## src/rtl/serial_ripple_subtractor.sv

```systemverilog
// Bit-serial two's-complement subtractor computing {Bout, D} = A - B - Bin.
// One full-subtractor cell is reused over WIDTH clocks, LSB first.
module serial_ripple_subtractor #(
  parameter int WIDTH = 4
) (
  input  logic             clk,
  input  logic             rst,
  input  logic             start,
  input  logic [WIDTH-1:0] A,
  input  logic [WIDTH-1:0] B,
  input  logic             Bin,
  output logic             busy,
  output logic             done,
  output logic [WIDTH-1:0] D,
  output logic             Bout,
  output logic [WIDTH:0]   diff
);

  localparam int CW = (WIDTH > 2) ? $clog2(WIDTH) : 1;
  localparam logic [CW-1:0] LAST = CW'(WIDTH - 1);

  typedef enum logic {
    IDLE  = 1'b0,
    SHIFT = 1'b1
  } state_t;

  state_t           state_r;
  state_t           state_nxt_s;
  logic             load_s;
  logic             finish_s;
  logic [WIDTH-1:0] a_sh_r;
  logic [WIDTH-1:0] b_sh_r;
  logic [WIDTH-1:0] res_sh_r;
  logic             br_r;
  logic [CW-1:0]    cnt_r;
  logic [1:0]       fs_s;
  logic             d_bit_s;
  logic             br_nxt_s;

  // Returns {borrow_out, difference} for one bit position.
  function automatic logic [1:0] full_sub(input logic a, input logic b, input logic br);
    logic d;
    logic bo;
    d  = a ^ b ^ br;
    bo = (~a & b) | (~(a ^ b) & br);
    return {bo, d};
  endfunction

  assign fs_s     = full_sub(a_sh_r[0], b_sh_r[0], br_r);
  assign d_bit_s  = fs_s[0];
  assign br_nxt_s = fs_s[1];
  assign diff     = {Bout, D};

  // FSM state register.
  always_ff @(posedge clk or posedge rst) begin
    if (rst) begin
      state_r <= IDLE;
    end else begin
      state_r <= state_nxt_s;
    end
  end

  // Next-state logic: start is honoured only while idle.
  always_comb begin
    state_nxt_s = state_r;
    load_s      = 1'b0;
    finish_s    = 1'b0;
    case (state_r)
      IDLE: begin
        if (start) begin
          state_nxt_s = SHIFT;
          load_s      = 1'b1;
        end else begin
          state_nxt_s = IDLE;
        end
      end
      SHIFT: begin
        if (cnt_r == LAST) begin
          state_nxt_s = IDLE;
          finish_s    = 1'b1;
        end else begin
          state_nxt_s = SHIFT;
        end
      end
      default: begin
        state_nxt_s = IDLE;
      end
    endcase
  end

  // Datapath: operand capture, bit-serial shifting and result publication.
  always_ff @(posedge clk or posedge rst) begin
    if (rst) begin
      a_sh_r   <= '0;
      b_sh_r   <= '0;
      res_sh_r <= '0;
      br_r     <= 1'b0;
      cnt_r    <= '0;
      busy     <= 1'b0;
      done     <= 1'b0;
      D        <= '0;
      Bout     <= 1'b0;
    end else begin
      done <= 1'b0;
      if (load_s) begin
        a_sh_r   <= A;
        b_sh_r   <= B;
        br_r     <= Bin;
        res_sh_r <= '0;
        cnt_r    <= '0;
        busy     <= 1'b1;
      end else if (state_r == SHIFT) begin
        a_sh_r   <= a_sh_r >> 1;
        b_sh_r   <= b_sh_r >> 1;
        br_r     <= br_nxt_s;
        res_sh_r <= {d_bit_s, res_sh_r[WIDTH-1:1]};
        cnt_r    <= cnt_r + CW'(1);
        // Outputs hold the previous result until the final bit is known.
        if (finish_s) begin
          D     <= {d_bit_s, res_sh_r[WIDTH-1:1]};
          Bout  <= br_nxt_s;
          done  <= 1'b1;
          busy  <= 1'b0;
          cnt_r <= '0;
        end
      end
    end
  end

endmodule
```

## config.mk

```make
export PLATFORM = sky130hd
export DESIGN_NAME = serial_ripple_subtractor
export DESIGN_NICKNAME = d
export VERILOG_FILES = /design/src/rtl/serial_ripple_subtractor.sv
export SDC_FILE = /design/constraint.sdc
export NUM_CORES = 1
export LEC_CHECK = 0
export ABC_AREA = 1
export CAP_MARGIN = 5
export CELL_PAD_IN_SITES_DETAIL_PLACEMENT = 0
export CELL_PAD_IN_SITES_GLOBAL_PLACEMENT = 1
export CORE_MARGIN = 2
export CORE_UTILIZATION = 32
export DETAILED_ROUTE_END_ITERATION = 8
export GPL_TIMING_DRIVEN = 0
export PLACE_DENSITY = 0.81
export RECOVER_POWER = 25
export SKIP_LAST_GASP = 1
export SLEW_MARGIN = 5
export SYNTH_ARGS = -nofsm -noshare
export SYNTH_HDL_FRONTEND = slang
export SYNTH_SLANG_ARGS = --single-unit
```

## constraint.sdc

```tcl
create_clock -name clk -period 1.14 [get_ports clk]
set_input_delay 0.228 -clock clk [delete_from_list [all_inputs] [get_ports clk]]
set_output_delay 0.228 -clock clk [all_outputs]
set_load 0.03 [all_outputs]
```

### After elaboration in Yosys (flattened, before gate mapping)

Cells that the tools add are included.

* register bits after elaboration: 23
* input port bits: 12
* output and inout bits: 12
* word-level logic and storage cells: 48

* add/sub/neg operators: 1
* equal/unequal tests: 1
* muxes and demuxes: 23
* bitwise logic cells: 9
* reduce and logical (&&, ||, !) cells: 4

Operator list (number)
* $mux W4: 6
* $mux W1: 13
* $mux W2: 3
* $not A1 Y1: 4
* $reduce_bool A2 Y1: 2
* $reduce_and A3 Y1: 1
* $add A2 B1 Y2 const B: 1
* $and A1 B1 Y1: 2
* $eq A2 B2 Y1 const B: 1
* $pmux W1 S2: 1
* $reduce_and A2 Y1: 1
* $xor A1 B1 Y1: 2
* $or A1 B1 Y1: 1

### Logic depth before layout (Yosys ltp)

Gate-level depths: netlist (run 1).

* depth after elaboration: 6
* mapped depth: 5
* mapped depth without buffers: 5

### Worst setup path after synthesis (run 1)

No wires, ideal clock.

* path type: reg-to-reg
* from: reg a_sh_r[0]
* to: reg res_sh_r[3]
* setup time: 0.083 ns
* data arrival time: 1.067 ns
* required time: 1.057 ns
* slack: -0.010 ns
* cell stages (with the launch flop): 4
* buffers on the path: 0
* clock period less this slack: 1.150 ns
* cell sequence: dfrtp_1 fa_1 inv_1 o21ai_0

* word-level cells in the longest chain between the ends: 4

RTL lines
* start: declaration: RTL line 31 `logic [WIDTH-1:0] a_sh_r;`
* start signal: assignment: RTL line 113 `a_sh_r <= a_sh_r >> 1;`
* $xor A1 B1 Y1 (2 in series): RTL line 44 `d = a ^ b ^ br;`
* named net d_bit_s: RTL line 37 `logic d_bit_s;`
* $mux W4: RTL line 112 `end else if (state_r == SHIFT) begin`
* $mux W4: RTL line 105 `if (load_s) begin`
* end signal: assignment: RTL line 116 `res_sh_r <= {d_bit_s, res_sh_r[WIDTH-1:1]};`
* end: declaration: RTL line 33 `logic [WIDTH-1:0] res_sh_r;`

The timed path passes the listed nets, and every way through them passes these cells. The select of a mux whose other input is x is not followed.
A chain may end at the register's enable or synchronous reset.

### Worst setup path after layout (run 1)

* from: reg Bout
* to: out diff[4]

RTL lines
* start: declaration: RTL line 15 `output logic Bout,`
* start signal: assignment: RTL line 121 `Bout <= br_nxt_s;`
* end: declaration: RTL line 16 `output logic [WIDTH:0] diff`

No word-level cell between the ends.

==> reports/results.tsv, run 1 <==
metric	value	unit
Placed Area	1250	µm²
total congestion overflow	0	
DRC Markers	0	
die area	3510	µm²
vias in the first global route	684	
syn_nets	121	
fmax	806	MHz
clock skew	0.00626	ns
fin crit period	1.24	ns
maximum capacitance violations	0	
worst-path fanout max	3	
starting density of the core	0.328	
RR Startpoint	b_sh_r[0]	
outcome	finished with violations	
Yosys Warn Count	0	
routed via count	805	
largest area contributor in the netlist	dfrtp_1	
Clk pwr share	0.158	
worst hold slack	0.367	ns
RD Place Congestion	0.708	
area of the mapped netlist	976	µm²
Synth top area share	0.564	
Critical Path Start Type	register	
die width	59.2	µm
sequential area share after synthesis	0.564	
Worst Hold Class	input port to asynchronous set/reset pin	
Leak	0.690	nW
Slew headroom	0.440	
core area	2980	µm²
cell with the most instances after synthesis	nand2_1	
Vias/cell	4.71	
register bit total from synthesis	22	
RSZ-0062 raised after global routing	yes	
Final Max Tran Viols	0	
Logic pwr share	0.500	
Crit Path Class	register to primary output	
global-route wire length before repair	3180	µm
Synth Instances	107	
post-route ant nets	0	
fin nets	153	
CTS tree	done	
top cells by area, synth	dfrtp_1 (56%), nand2_1 (13%), nand3_1 (8.2%)	
Main synth FF type	dfrtp_1	
Data arrival, critical path	1.01	ns
initial antenna violation count	0	
Tcrit/Tclk final	1.09	
total CTS buffers	3	
Pre-Repair DR Iteration Count	4	
Post-synth EDFFs	0	
Psw	1.49	mW
Fillers	313	
final-report setup violation count	18	
most frequent cells after synthesis	nand2_1 (34), dfrtp_1 (22), nand3_1 (16), inv_1 (9), buf_4 (7)	
Post-DP HPWL	1280	µm
drt initial violations	20	
setup TNS	-0.689	ns
Die Y	59.2	µm
violations in the final reports	setup timing	
Root Buffer	clkbuf_4	
Final Cell Area	1350	µm²
VDD IR max	0.698	mV
WL/cell	11.1	µm
Power Density	2860	nW/µm²
Async S/R FF share, synth	1.00	
htree depth	1	
Clock Path Buffers	2	
row count	20	
Final Hold Viols	0	
RR Endpoint	res_sh_r[3]	
Worst-Margin Slew	0.839	ns
n_diodes	0	
reg2reg path depth	4	
switching share of power	0.388	
area grow syn2layout	38.1	%
CTS clk-pin slew, worst paths	0.13	ns
port bufs	23	
worst skew pair latency	0.32	ns
largest net degree at the start of global routing	23	
R2R setup slack	-0.05	ns
Clock Sinks	22	
Netlist cell types	15	
post-layout util	0.453	
Setup WS post-layout	-0.101	ns
Global Route Usage Sum	0.123	
share of cells above drive strength 1	0.268	
Post-Route WL	1900	µm
critical path required time	0.91	ns
part of the power in registers	0.342	
Int Power	2.36	mW
CP endpoint kind	primary output	
Syn Area/Cell	9.12	µm²
io pins	24	
cell type report:
class / instances / area [µm²] / area share
Buffer: 10 / 88.8 / 0.0659
Clock buffer: 3 / 22.5 / 0.0167
Clock inverter: 1 / 30.0 / 0.0223
Inverter: 9 / 33.8 / 0.0251
Multi-Input combinational cell: 66 / 315 / 0.234
Sequential cell: 22 / 551 / 0.409
Tap cell: 33 / 41.3 / 0.0306
Timing Repair Buffer: 27 / 265 / 0.197
cells by family (layout without fill, tap and decap cells):
logic type      after synthesis  after routing  synth area share
buf+inv                      19             50             0.110
compound gates                7              7            0.0474
fa+ha+maj                     2              2            0.0333
simple gates                 57             57             0.245
flops                        22             22             0.564
what timing repair did:
action / CTS / global route
setup endpoints to repair: 14 / 19
setup buffers: 0 / 4
pin swaps: 2 / 1
hold buffers: 0 / 0
hold endpoints to repair: 0 / 0
gates resized for setup: 82 / 10
flip-flops by register name, summed over array words and instances, names as in the netlist:
| signal | cells |
|---|---|
| busy | 1 |
| a_sh_r | 4 |
| Bout | 1 |
| br_r | 1 |
| state_r | 1 |
| res_sh_r | 3 |
| done | 1 |
| cnt_r | 2 |
| b_sh_r | 4 |
| D | 4 |
power groups by stage:
stage               combinational [mW]  sequential [mW]  clock (mW)
finish                            1.92             1.32       0.609
global route                      2.12             1.35       0.659
CTS                               1.81             1.30       0.615
detailed placement                1.76             1.31           0
global placement                  1.73             1.29           0
floorplan                         1.00             1.49           0
how the worst max path moves through the flow:
stage              start      end  slack, ns  cells after the start
2_1_floorplan  a_sh_r[0]     D[3]      0.005                      3
3_3_place_gp        D[0]  diff[0]      -0.19                      2
3_5_place_dp        D[0]  diff[0]      -0.20                      2
4_1_cts             Bout  diff[4]      -0.09                      2
5_1_grt             Bout  diff[4]      -0.15                      2
6_report            Bout  diff[4]      -0.10                      2
cells in the final DEF (no fill, tap or decap), types with 6 or more instances in the layout:
cell type,n
nand2_1,35
clkdlybuf4s50_1,11
inv_1,6
nor2_1,6
buf_4,8
dfrtp_1,22
buf_6,15
nand3_1,16
stage by stage:
step	setup slack, ns	std cells	total power [mW]
3_5_place_dp	-0.197	163	3.07
2_1_floorplan	0.00532	107	2.49
5_1_grt	-0.146	171	4.14
6_report	-0.101	171	3.85
3_3_place_gp	-0.189	163	3.02
4_1_cts	-0.0940	167	3.73
worst max-delay path, cell delays in order, from the launching register on:
cell,delay [ns]
dfrtp_1,0.44
buf_6,0.13
buf_6,0.12
routing by layer:
layer | wire length, µm | GRT usage
met5 | 0 | 0
met4 | 53 | 0.0779
met3 | 104 | 0.0218
met2 | 840 | 0.185
met1 | 905 | 0.162
(Power assumes the default switching activity.)
==> run 2, diff against run 1 <==
--- a/config.mk
+++ b/config.mk
@@ -10,10 +10,11 @@
 export CELL_PAD_IN_SITES_DETAIL_PLACEMENT = 0
 export CELL_PAD_IN_SITES_GLOBAL_PLACEMENT = 1
 export CORE_MARGIN = 2
-export CORE_UTILIZATION = 32
+export CORE_UTILIZATION = 40
 export DETAILED_ROUTE_END_ITERATION = 8
+export DONT_BUFFER_PORTS = 1
 export GPL_TIMING_DRIVEN = 0
-export PLACE_DENSITY = 0.81
+export PLACE_DENSITY = 0.79
 export RECOVER_POWER = 25
 export SKIP_LAST_GASP = 1
 export SLEW_MARGIN = 5
==> run 2 against run 1 <==
  * The run still ends with setup timing left
  * Flip-flop and latch count did not move
  * Maximum frequency rose by 2.5%
  * Die area fell by 19%
  * Count of clock-buffer cells in the layout did not move
  * Clock skew rose by 0.0034 ns
  * Core utilization rose by 2.8 points
  * Largest power group is now sequential cells
  * Critical path depth fell by 1
  * Final cell count fell by 19%
  * Combinational power fell by 35%
==> reports/results.tsv, run 2 (synthesis results as in run 1) <==
metric	value	unit
RR Endpoint	D[3]	
Worst Hold Endpoint	a_sh_r[3]	
DRC Markers	0	
VDD IR max	1.36	mV
WL/cell	12.2	µm
crit path launch	Bout	
Vias/cell	4.81	
htree depth	1	
Root Buffer	clkbuf_4	
Post-DP HPWL	1170	µm
share of cells above drive strength 1	0.252	
largest net degree at the start of global routing	23	
Power Density	2920	nW/µm²
Worst-Margin Slew	0.472	ns
total congestion overflow	0	
die area	2850	µm²
Final Cell Area	1080	µm²
RSZ-0062 raised after global routing	yes	
row count	17	
hold wc startpoint	A[3]	
RR Startpoint	br_r	
Post-Layout Cell Count	139	
Global Route Usage Sum	0.142	
Post-Route WL	1690	µm
Critical Path Start Type	register	
CTS tree	done	
critical path required time	0.91	ns
fin crit period	1.21	ns
RD Place Congestion	0.700	
Setup WS post-layout	-0.0705	ns
R2R setup slack	-0.06	ns
Crit path max-delay family	flip-flops	
total CTS buffers	3	
maximum capacitance violations	0	
commonest non-fill, non-tap cells in the layout	nand2_1 (34), dfrtp_1 (17), nand3_1 (16)	
Final Hold Viols	0	
violations in the final reports	setup timing	
clock skew	0.00961	ns
global-route wire length before repair	2870	µm
Crit Path Class	register to primary output	
starting density of the core	0.433	
Max stage delay on crit path	0.51	ns
Reg area	557	µm²
cells along the critical path	buf_6	
Critical Path Stages	1	
outcome	finished with violations	
drt initial violations	18	
multi-input logic area	329	µm²
die width	53.4	µm
worst path buffer plus inverter count	1	
WHS Path Cells	2	
CTS clk-pin slew, worst paths	0.12	ns
Final Max Tran Viols	0	
Tot Pwr	3.16	mW
most common cell after layout, fill and taps aside	nand2_1	
Die Y	53.4	µm
Cell Count Post-Placement	135	
fmax	826	MHz
Worst Hold Class	input port to register	
Leak	0.538	nW
initial antenna violation count	0	
area grow syn2layout	11.0	%
post-route ant nets	0	
reg2reg path depth	4	
post-layout util	0.481	
port bufs	0	
worst skew pair latency	0.31	ns
Data arrival, critical path	0.98	ns
Clock Sinks	22	
worst hold slack	0.0562	ns
fin nets	127	
worst-path fanout max	3	
core area	2250	µm²
Fillers	228	
n_diodes	0	
Tcrit/Tclk final	1.06	
Critical Path Slowest Stage Cell	dfrtp_2	
Slew headroom	0.684	
Clock Path Buffers	2	
vias in the first global route	642	
routed via count	668	
Placed Area	1010	µm²
CP endpoint kind	primary output	
Pre-Repair DR Iteration Count	4	
io pins	24	
final-report setup violation count	7	
biggest regs	D: 4 flops, a_sh_r: 4 flops, b_sh_r: 4 flops	
[run 2: what timing repair did]
item / in CTS / in global routing
setup buffers: 0 / 0
resized for setup: 12 / 4
hold endpoints to repair: 22 / 0
setup endpoints to repair: 8 / 31
hold buffers: 1 / 0
pin swaps: 2 / 0
[run 2: worst max path at each step]
stage | endpoint | slack [ns]
after CTS | diff[0] | -0.08
after global placement | D[3] | -0.03
final | diff[4] | -0.07
after floorplan | D[3] | 0.005
after global routing | diff[2] | -0.10
after detailed placement | D[3] | -0.03
[run 2: metrics by stage]
stage / worst slack (ns) / setup TNS, ns
3_5_place_dp: -0.0336 / -0.0666
6_report: -0.0705 / -0.422
3_3_place_gp: -0.0258 / -0.0492
5_1_grt: -0.103 / -0.684
4_1_cts: -0.0773 / -0.459
2_1_floorplan: 0.00532 / 0
[run 2: area by class of cell]
cell class                      count  area share
Tap cell                           28      0.0323
Clock buffer                        3      0.0208
Buffer                             10      0.0855
Timing Repair Buffer                1     0.00924
Inverter                            9      0.0346
Sequential cell                    22       0.514
Multi-Input combinational cell     66       0.304
[run 2: power breakdown]
part / switching (mW) / leakage, nW / total [mW] / internal [mW]
Sequential: 0.439 / 0.273 / 1.56 / 1.12
Clock: 0.223 / 0.0138 / 0.347 / 0.123
Combinational: 0.732 / 0.251 / 1.25 / 0.523
Total: 1.39 / 0.538 / 3.16 / 1.76
[run 2: worst reg2reg max path: stages, from the launching register on]
cell and delay (ns):
dfrtp_1 0.39, inv_2 0.05, fa_2 0.56, inv_2 0.04
o21ai_2 0.09
[run 2: per-layer routing]
metal | global-route usage | up-vias | routed length [µm]
met5 | 0 | - | 0
met4 | 0.0769 | 0 | 34
met3 | 0.0339 | 3 | 99
met2 | 0.218 | 22 | 756
met1 | 0.183 | 305 | 801
li1 | - | 338 | -
